### src/rtl/wb_pkg.sv
// Shared definitions for the writeback retire queue: width helpers and exception codes.
package wb_pkg;

  localparam int EXCODE_W = 5;

  localparam logic [EXCODE_W-1:0] EXC_INT  = 5'h00;
  localparam logic [EXCODE_W-1:0] EXC_ADEL = 5'h04;
  localparam logic [EXCODE_W-1:0] EXC_ADES = 5'h05;
  localparam logic [EXCODE_W-1:0] EXC_SYS  = 5'h08;
  localparam logic [EXCODE_W-1:0] EXC_BP   = 5'h09;
  localparam logic [EXCODE_W-1:0] EXC_RI   = 5'h0a;
  localparam logic [EXCODE_W-1:0] EXC_OV   = 5'h0c;

  function automatic int be_width(input int data_w);
    return data_w / 8;
  endfunction

  function automatic int ptr_width(input int depth);
    return (depth > 1) ? $clog2(depth) : 1;
  endfunction

endpackage

### src/rtl/wb_fwd_search.sv
// Youngest-match forwarding search over the queued results, presented oldest (index 0) first.
module wb_fwd_search
  import wb_pkg::*;
#(
  parameter int DEPTH  = 4,
  parameter int DATA_W = 32,
  parameter int ADDR_W = 5,
  parameter int BE_W   = be_width(DATA_W)
) (
  input  logic              valid  [DEPTH],
  input  logic [BE_W-1:0]   we     [DEPTH],
  input  logic [ADDR_W-1:0] dest   [DEPTH],
  input  logic [DATA_W-1:0] result [DEPTH],
  input  logic [ADDR_W-1:0] fwd_addr,
  output logic              fwd_hit,
  output logic              fwd_busy,
  output logic [DATA_W-1:0] fwd_data
);

  // Later (younger) matches overwrite earlier ones, so the youngest producer decides.
  always_comb begin
    fwd_hit  = 1'b0;
    fwd_busy = 1'b0;
    fwd_data = '0;
    for (int i = 0; i < DEPTH; i++) begin
      if (valid[i] && (fwd_addr != '0) && (dest[i] == fwd_addr) && (we[i] != '0)) begin
        fwd_hit  = &we[i];
        fwd_busy = ~&we[i];
        fwd_data = (&we[i]) ? result[i] : '0;
      end
    end
  end

endmodule

### src/rtl/wb_retire_queue.sv
// Writeback stage: in-order retire queue draining to the RF write port, with precise
// exception flush and a forwarding lookup over every queued result.
module wb_retire_queue
  import wb_pkg::*;
#(
  parameter int DEPTH  = 4,
  parameter int DATA_W = 32,
  parameter int ADDR_W = 5,
  localparam int BE_W  = be_width(DATA_W)
) (
  input  logic                clk,
  input  logic                reset,
  input  logic                ms_to_ws_valid,
  output logic                ws_allowin,
  input  logic [BE_W-1:0]     ms_we,
  input  logic [ADDR_W-1:0]   ms_dest,
  input  logic [DATA_W-1:0]   ms_result,
  input  logic [31:0]         ms_pc,
  input  logic                ms_ex,
  input  logic [EXCODE_W-1:0] ms_excode,
  input  logic                rf_ready,
  output logic [BE_W-1:0]     rf_we,
  output logic [ADDR_W-1:0]   rf_waddr,
  output logic [DATA_W-1:0]   rf_wdata,
  output logic                ws_ex,
  output logic [31:0]         ws_ex_pc,
  output logic [EXCODE_W-1:0] ws_excode,
  input  logic [ADDR_W-1:0]   fwd_addr,
  output logic                fwd_hit,
  output logic                fwd_busy,
  output logic [DATA_W-1:0]   fwd_data,
  output logic [31:0]         debug_wb_pc,
  output logic [BE_W-1:0]     debug_wb_rf_wen,
  output logic [ADDR_W-1:0]   debug_wb_rf_wnum,
  output logic [DATA_W-1:0]   debug_wb_rf_wdata
);

  localparam int PTR_W = ptr_width(DEPTH);
  localparam int CNT_W = $clog2(DEPTH + 1);
  localparam logic [PTR_W-1:0] PTR_LAST = PTR_W'(DEPTH - 1);
  localparam logic [CNT_W-1:0] CNT_FULL = CNT_W'(DEPTH);

  typedef struct packed {
    logic [BE_W-1:0]     we;
    logic [ADDR_W-1:0]   dest;
    logic [DATA_W-1:0]   result;
    logic [31:0]         pc;
    logic                ex;
    logic [EXCODE_W-1:0] excode;
  } entry_t;

  function automatic logic [PTR_W-1:0] ptr_inc(input logic [PTR_W-1:0] p);
    return (p == PTR_LAST) ? '0 : p + 1'b1;
  endfunction

  entry_t           mem [DEPTH];
  entry_t           head_e;
  entry_t           in_e;
  logic [PTR_W-1:0] head;
  logic [PTR_W-1:0] tail;
  logic [CNT_W-1:0] count;
  logic             head_vld;
  logic             pop;
  logic             push;
  logic             flush;

  assign in_e     = '{we: ms_we, dest: ms_dest, result: ms_result, pc: ms_pc,
                      ex: ms_ex, excode: ms_excode};
  assign head_e   = mem[head];
  assign head_vld = (count != '0);
  assign flush    = head_vld && head_e.ex && !reset;
  assign pop      = head_vld && (head_e.ex || (head_e.we == '0) || rf_ready);
  assign ws_allowin = (count < CNT_FULL) || pop;
  // An enqueue that coincides with an exception flush is dropped with the rest of the queue.
  assign push     = ms_to_ws_valid && ws_allowin && !flush;

  assign rf_we     = head_e.we & {BE_W{head_vld && !head_e.ex && rf_ready && !reset}};
  assign rf_waddr  = head_e.dest;
  assign rf_wdata  = head_e.result;
  assign ws_ex     = flush;
  assign ws_ex_pc  = head_e.pc;
  assign ws_excode = head_e.excode;

  assign debug_wb_pc       = head_e.pc;
  assign debug_wb_rf_wen   = rf_we;
  assign debug_wb_rf_wnum  = head_e.dest;
  assign debug_wb_rf_wdata = head_e.result;

  always_ff @(posedge clk) begin
    if (reset || flush) begin
      head  <= '0;
      tail  <= '0;
      count <= '0;
    end else begin
      if (push) tail <= ptr_inc(tail);
      if (pop)  head <= ptr_inc(head);
      case ({push, pop})
        2'b10:   count <= count + 1'b1;
        2'b01:   count <= count - 1'b1;
        default: ;
      endcase
    end
  end

  always_ff @(posedge clk) begin
    if (push) mem[tail] <= in_e;
  end

  // Re-order storage by age for the forwarding search; excepting entries never forward.
  logic              age_vld [DEPTH];
  logic [BE_W-1:0]   age_we  [DEPTH];
  logic [ADDR_W-1:0] age_dest[DEPTH];
  logic [DATA_W-1:0] age_res [DEPTH];

  always_comb begin
    logic [PTR_W-1:0] idx;
    idx = head;
    for (int i = 0; i < DEPTH; i++) begin
      age_vld[i]  = (CNT_W'(i) < count) && !mem[idx].ex;
      age_we[i]   = mem[idx].we;
      age_dest[i] = mem[idx].dest;
      age_res[i]  = mem[idx].result;
      idx = ptr_inc(idx);
    end
  end

  wb_fwd_search #(
    .DEPTH (DEPTH),
    .DATA_W(DATA_W),
    .ADDR_W(ADDR_W),
    .BE_W  (BE_W)
  ) u_fwd (
    .valid   (age_vld),
    .we      (age_we),
    .dest    (age_dest),
    .result  (age_res),
    .fwd_addr(fwd_addr),
    .fwd_hit (fwd_hit),
    .fwd_busy(fwd_busy),
    .fwd_data(fwd_data)
  );

endmodule

### config.mk
export PLATFORM = sky130hd
export DESIGN_NAME = wb_retire_queue
export DESIGN_NICKNAME = d
export VERILOG_FILES = /design/src/rtl/wb_pkg.sv /design/src/rtl/wb_fwd_search.sv /design/src/rtl/wb_retire_queue.sv
export SDC_FILE = /design/constraint.sdc
export NUM_CORES = 1
export LEC_CHECK = 0
export BUFFER_PORTS_ARGS = -buffer_cell sky130_fd_sc_hd__buf_4
export CORE_MARGIN = 8
export CORE_UTILIZATION = 54
export DETAILED_ROUTE_END_ITERATION = 10
export PLACE_DENSITY = 0.8
export RECOVER_POWER = 50
export SYNTH_ARGS = -nofsm -noshare
export SYNTH_HDL_FRONTEND = slang
export SYNTH_HIERARCHICAL = 1
export SYNTH_SLANG_ARGS = --single-unit
### constraint.sdc
create_clock -name clk -period 5.7 [get_ports clk]
set_input_delay 0.57 -clock clk [delete_from_list [all_inputs] [get_ports clk]]
set_output_delay 0.57 -clock clk [all_outputs]
set_load 0.02 [all_outputs]
==> results of run 1 <==
## through the flow
step,setup WS [ns],power [mW],instance area [um2],util [%]
finish,0.488,10.4,20100,61.6
CTS,0.523,10.8,20700,63.5
global placement,1.11,8.60,19600,60.2
floorplan,1.39,7.49,17900,-
global route,0.162,11.0,20100,61.6
detailed placement,1.07,8.66,19600,60.2
## kinds of logic after synthesis
kind of cell | Yosys count | synth area share [%]
compound gates | 84 | 4.87
buf+inv | 203 | 6.87
simple gates | 157 | 4.72
xor+xnor | 23 | 1.13
fa+ha+maj | 10 | 0.700
flops | 325 | 54.1
mux | 293 | 27.6
## layout make-up
class	instances	area share (%)
sequential	325	48.3
multi-input combinational	567	35.0
timing repair buffer	298	8.32
clock buffer	49	4.84
tap	442	2.76
clock inverter	13	0.624
inverter	6	0.112
antenna	3	0.0374
## worst max-delay path by stage
stage / end / startpoint / cells past startpoint
3_5_place_dp: fwd_data[4] / head[0] / 12
6_report: fwd_busy / flip-flop / 9
4_1_cts: fwd_data[4] / head[0] / 12
5_1_grt: mem[0][28] / flip-flop / 6
3_3_place_gp: fwd_data[28] / head[0] / 12
2_1_floorplan: fwd_data[30] / head[0] / 14
## routing by layer
layer	vias up	track usage (%)
li1	4655	-
met1	5486	28.7
met2	490	35.8
met3	53	5.84
met4	6	5.50
met5	-	0
## flip-flops by register name (all words and copies together) (netlist names), named ones only
signal and cells:
head 2, tail 2, mem 316, count 3
## cell usage in the layout, fill, tap and decap left out, types with 8 or more instances in the layout
master	instances
mux2i_1	131
ha_1	9
and3_1	32
edfxtp_1	316
clkbuf_1	172
clkbuf_16	36
a22oi_1	32
nand3_1	34
o221ai_2	30
mux4_2	160
buf_4	133
nand2_1	45
and2_1	8
xnor2_1	20
## worst max-delay path, stage by stage (launching register included)
cell,delay (ns)
dfxtp_4,0.69
clkbuf_1,0.75
mux4_2,0.50
nor2_1,0.20
nand4_1,0.15
nor2_4,0.77
nand3b_1,0.21
a211o_1,0.33
a22oi_1,0.29
buf_4,0.22
## power groups by stage
stage	combinational, mW	sequential (mW)	clock [mW]
2_1_floorplan	4.28	3.20	0
3_3_place_gp	5.30	3.29	0
3_5_place_dp	5.35	3.32	0
4_1_cts	5.37	3.27	2.20
5_1_grt	5.36	3.32	2.29
6_report	5.01	3.27	2.16
==> impl_metrics.env, run 1 <==
export IMPL_route_met2_wl_um=21000
export IMPL_slew_headroom_pct=-33.3
export IMPL_synthFlopType="edfxtp_1"
export IMPL_multi_input_area_um2=7030
export IMPL_worst_setup_path_end_kind="primary output"
export IMPL_yosys_cell_count_top_type="edfxtp_1"
export IMPL_start_util_pct=54.9
export IMPL_synth_async_reset_ratio_pct=0
export IMPL_min_to="mem[2][65]"
export IMPL_routed_wl_met3_um=3970
export IMPL_post_route_drc_count=0
export IMPL_die_width_um=198
export IMPL_hold_viol=0
export IMPL_core_um2=32500
export IMPL_clockBufferDepth=3
export IMPL_power_clock_fraction_pct=20.7
export IMPL_antenna_left=0
export IMPL_synth_cell_types=51
export IMPL_r2r_setup_slack_ns=0.52
export IMPL_status="complete, but fails checks"
export IMPL_irDropWorstVdd_uv=419
export IMPL_grt_max_degree=68
export IMPL_worst_slew_pin_slew_ns=2.00
export IMPL_crit_type="flip-flop to primary output"
export IMPL_syn_avg_cell_area_um2=16.3
export IMPL_instances_no_fill=1703
export IMPL_setup_viol=0
export IMPL_antenna_found_initial=7
export IMPL_p_sw_mw=3.96
export IMPL_drt_wl_total_um=42900
export IMPL_yosysSeqAreaShare_pct=54.1
export IMPL_hold_buffers=0
export IMPL_clockRootBuffer="clkbuf_16"
export IMPL_grt_ovfl_total=0
export IMPL_numCtsBuffers=35
export IMPL_ctsResizeCount=0
export IMPL_p_leak_nw=6.32
export IMPL_grt_pass1_vias=11300
export IMPL_dpl_cell_count=1638
export IMPL_r2r_cells=5
export IMPL_tritoncts="yes"
export IMPL_dr_pass1_iters=7
export IMPL_row_count=66
export IMPL_cp_required_ns=5.13
export IMPL_slew_violations=32
export IMPL_regArea_um2=9680
export IMPL_synth_largest_area_cell="edfxtp_1"
export IMPL_finalCriticalPeriod_ns=5.21
export IMPL_io_pins=275
export IMPL_hp_class="input port to flip-flop"
export IMPL_holdWs_ns=0.310
export IMPL_clk_pin_slew_ns=0.06
export IMPL_crit_arrival_ns=4.64
export IMPL_htree_levels=2
export IMPL_fin_nets=1331
export IMPL_crit_fanout=35
export IMPL_synth_common_cells="edfxtp_1, mux4_2, mux2i_1"
export IMPL_rsz0062_at_grt="false"
export IMPL_post_route_period_util_pct=91.4
export IMPL_synth_area_um2=17900
export IMPL_violations="max-capacitance violations, max-slew violations"
export IMPL_yosys_warnings=6
export IMPL_internal_power_mw=6.49
export IMPL_whs_path_depth=1
export IMPL_grt_pass1_wl_um=66400
export IMPL_met1_length_um=17300
export IMPL_power_frac_seq_pct=31.3
export IMPL_syn2layout_area_growth_pct=12.2
export IMPL_fp_dieArea_um2=39200
export IMPL_hpwlAfterDp_um=27900
export IMPL_worstSkewPairLatency_ns=0.51
export IMPL_drtIter0Drc=816
export IMPL_vias_per_cell=6.28
export IMPL_switching_share_pct=37.9
export IMPL_power_density_nw_per_um2=521
export IMPL_combPwrFrac_pct=48.0
export IMPL_wire_per_inst_um=25.2
export IMPL_synth_area_leaders="edfxtp_1, mux4_2, mux2i_1"
export IMPL_fillers=2514
export IMPL_track_usage_pct=21.8
export IMPL_num_vias=10700
export IMPL_post_cts_buffers=0
export IMPL_drive_gt1_share_pct=31.2
export IMPL_synth_top_area_share_pct=53.1
export IMPL_fmax_ghz=0.192
export IMPL_syn_num_nets=1193
export IMPL_rr_endpoint="mem[0][6]"
export IMPL_gp_congestion=0.790
export IMPL_startpoint_type="flip-flop"
export IMPL_portBuffers=274
export IMPL_drv_cap=1
export IMPL_die_h_um=198
export IMPL_synth_edf_count=316
export IMPL_hold_start="ms_result[27]"
export IMPL_cts_sinks=325
export IMPL_tns_ns=0
export IMPL_synthCells=1095
export IMPL_ys_ff_latch=325
export IMPL_top_layer="met5"
export IMPL_finClkSkew_ns=0.0201
Note: power is estimated with default switching activity, not from simulation.
==> run 2: changes to the inputs <==
--- a/config.mk
+++ b/config.mk
@@ -5,6 +5,7 @@
 export SDC_FILE = /design/constraint.sdc
 export NUM_CORES = 1
 export LEC_CHECK = 0
+export ABC_AREA = 1
 export BUFFER_PORTS_ARGS = -buffer_cell sky130_fd_sc_hd__buf_4
 export CORE_MARGIN = 8
 export CORE_UTILIZATION = 54
==> run 2 against run 1 <==
The flow still finishes with violations (max-capacitance violations, max-slew violations). Die area increased by 3.7%. Combinational power increased by 41%. Clock skew increased by 0.0036 ns. Setup slack got worse by 0.029 ns. Sequential power increased by 2%. Flip-flop and latch count unchanged. Register-to-register slack got worse by 0.06 ns. Synthesized cell count increased by 87%. Utilization decreased by 0.83 points. Area after synthesis increased by 4.0%.
==> impl_metrics.env, run 2 <==
export IMPL_cts_sinks=325
export IMPL_slew_headroom_pct=-77.7
export IMPL_power_density_nw_per_um2=610
export IMPL_synth_area_leaders="edfxtp_1, nand2_1, o21ai_0"
export IMPL_yosysSeqAreaShare_pct=52.0
export IMPL_largest_reg_flops=316
export IMPL_num_vias=15500
export IMPL_ctsResizeCount=0
export IMPL_post_route_period_util_pct=91.9
export IMPL_fillers=2891
export IMPL_slew_violations=59
export IMPL_drive_gt1_share_pct=13.5
export IMPL_drt_wl_total_um=52900
export IMPL_tns_ns=0
export IMPL_syn_num_nets=2143
export IMPL_worst_slew_pin_slew_ns=2.66
export IMPL_hold_viol=0
export IMPL_setup_viol=0
export IMPL_finClkSkew_ns=0.0236
export IMPL_clk_pin_slew_ns=0.06
export IMPL_grt_pass1_wl_um=81600
export IMPL_dpl_cell_count=2552
export IMPL_rsz0062_at_grt="false"
export IMPL_die_width_um=202
export IMPL_finalCriticalPeriod_ns=5.24
export IMPL_drv_cap=2
export IMPL_synth_area_um2=18600
export IMPL_dr_pass1_iters=6
export IMPL_worstSkewPairLatency_ns=0.52
export IMPL_power_mw=12.7
export IMPL_tritoncts="yes"
export IMPL_core_um2=34200
export IMPL_cp_required_ns=5.89
export IMPL_regArea_um2=9680
export IMPL_ys_ff_latch=325
export IMPL_hp_class="input port to flip-flop"
export IMPL_startpoint_type="flip-flop"
export IMPL_syn_avg_cell_area_um2=9.09
export IMPL_syn2layout_area_growth_pct=11.9
export IMPL_synth_async_reset_ratio_pct=0
export IMPL_yosys_cell_count_top_type="nand2_1"
export IMPL_whs_path_depth=1
export IMPL_antenna_found_initial=12
export IMPL_row_count=68
export IMPL_instances_no_fill=2622
export IMPL_die_h_um=202
export IMPL_clockRootBuffer="clkbuf_16"
export IMPL_worst_setup_path_end_kind="flip-flop"
export IMPL_largestRegisters="mem (316), count (3)"
export IMPL_numCtsBuffers=36
export IMPL_irDropWorstVdd_uv=492
export IMPL_hpwlAfterDp_um=32300
export IMPL_crit_type="flip-flop to flip-flop"
export IMPL_fp_dieArea_um2=40600
export IMPL_hold_buffers=0
export IMPL_synth_top_area_share_pct=51.1
export IMPL_drtIter0Drc=1464
export IMPL_crit_arrival_ns=5.43
export IMPL_wire_per_inst_um=20.2
export IMPL_start_util_pct=54.3
export IMPL_grt_max_degree=103
export IMPL_clockBufferDepth=3
export IMPL_gp_congestion=0.876
export IMPL_fin_nets=2233
export IMPL_synthCells=2045
export IMPL_track_usage_pct=24.9
export IMPL_synth_cell_types=41
export IMPL_top_register="mem"
export IMPL_synthFlopType="edfxtp_1"
export IMPL_fmax_ghz=0.191
export IMPL_portBuffers=274
export IMPL_mostFrequentLayoutCells="nand2_1, edfxtp_1, o21ai_0"
export IMPL_status="complete, but fails checks"
export IMPL_io_pins=275
export IMPL_grt_ovfl_total=0
export IMPL_grt_pass1_vias=15600
export IMPL_final_common_cell="nand2_1"
export IMPL_p_leak_nw=8.07
export IMPL_synth_largest_area_cell="edfxtp_1"
export IMPL_crit_fanout=56
export IMPL_synth_common_cells="nand2_1, edfxtp_1, o21ai_0"
export IMPL_multi_input_area_um2=6970
export IMPL_antenna_left=0
export IMPL_violations="max-capacitance violations, max-slew violations"
export IMPL_yosys_warnings=6
export IMPL_post_route_drc_count=0
export IMPL_post_cts_buffers=0
export IMPL_vias_per_cell=5.89
export IMPL_r2r_cells=10
export IMPL_htree_levels=2
export IMPL_synth_edf_count=316
[run 2: changes by cell type in the layout (fill, tap and decap cells not counted), sizes merged, moves of 66 or more]
cell   before  now
o21ai       3  298
mux4      160    0
nand2      45  391
nand4       5   71
o22ai       1   76
inv         7  143
nor2        7  231
[run 2: worst paths after layout]
check / to / start / slack, ns
setup / recovery: mem[0][65] / flip-flop / 0.46
hold reg to reg: count[0] / count[0] / 0.53
hold / removal: mem[0][5] / ms_ex / 0.30
setup reg to reg: mem[0][65] / flip-flop / 0.46
[run 2: power by group]
| part | leakage, nW | switching [mW] | total (mW) | internal (mW) |
|---|---|---|---|---|
| logic | 4.52 | 4.90 | 7.05 | 2.15 |
| clock network | 0.574 | 0.914 | 2.31 | 1.40 |
| registers | 2.97 | 0.270 | 3.33 | 3.06 |
[run 2: layout make-up]
type	count	share of cell area, %
diodes	5	0.0602
clock inverters	21	1.20
clock buffers	44	4.48
inverters	143	2.59
flip-flops and latches	325	46.5
well taps	455	2.74
multi-input cells	1327	33.5
repair buffers	302	8.92
[run 2: kinds of logic (layout without fill, tap and decap cells)]
kind of cell | after synthesis | after routing | synth area share [%]
flops | 325 | 325 | 52.0
compound gates | 430 | 430 | 12.8
mux | 105 | 105 | 5.66
buf+inv | 393 | 510 | 10.7
other cells | 0 | 5 | 0
fa+ha+maj | 10 | 10 | 0.673
xor+xnor | 5 | 5 | 0.236
simple gates | 777 | 777 | 17.9
[run 2: through the flow]
stage	instance area, um2	utilization [%]	setup slack [ns]	hold WS [ns]
6_report	20800	60.8	0.459	0.303
5_1_grt	20800	60.8	0.159	0.293
4_1_cts	21300	62.2	0.590	0.227
3_5_place_dp	20100	58.8	1.13	0.527
3_3_place_gp	20100	58.8	1.23	0.492
2_1_floorplan	18600	-	0.620	0.472
[run 2: critical path, stage by stage (launching register included)]
cell     delay, ns
dfxtp_4       0.75
buf_4         0.54
nand2_1       0.09
nand3_1       0.10
nand2_1       0.11
inv_1         0.12
nor2_1        0.08
nand3_1       0.19
nand2_1       0.25
nor2_1        2.01
buf_4         0.57
[run 2: routing by layer]
metal	vias to the layer above	wire, um	GRT usage (%)
li1	7176	-	-
met1	7150	20100	30.6
met2	929	24400	40.6
met3	186	6350	6.61
met4	14	1880	11.5
met5	-	69	0
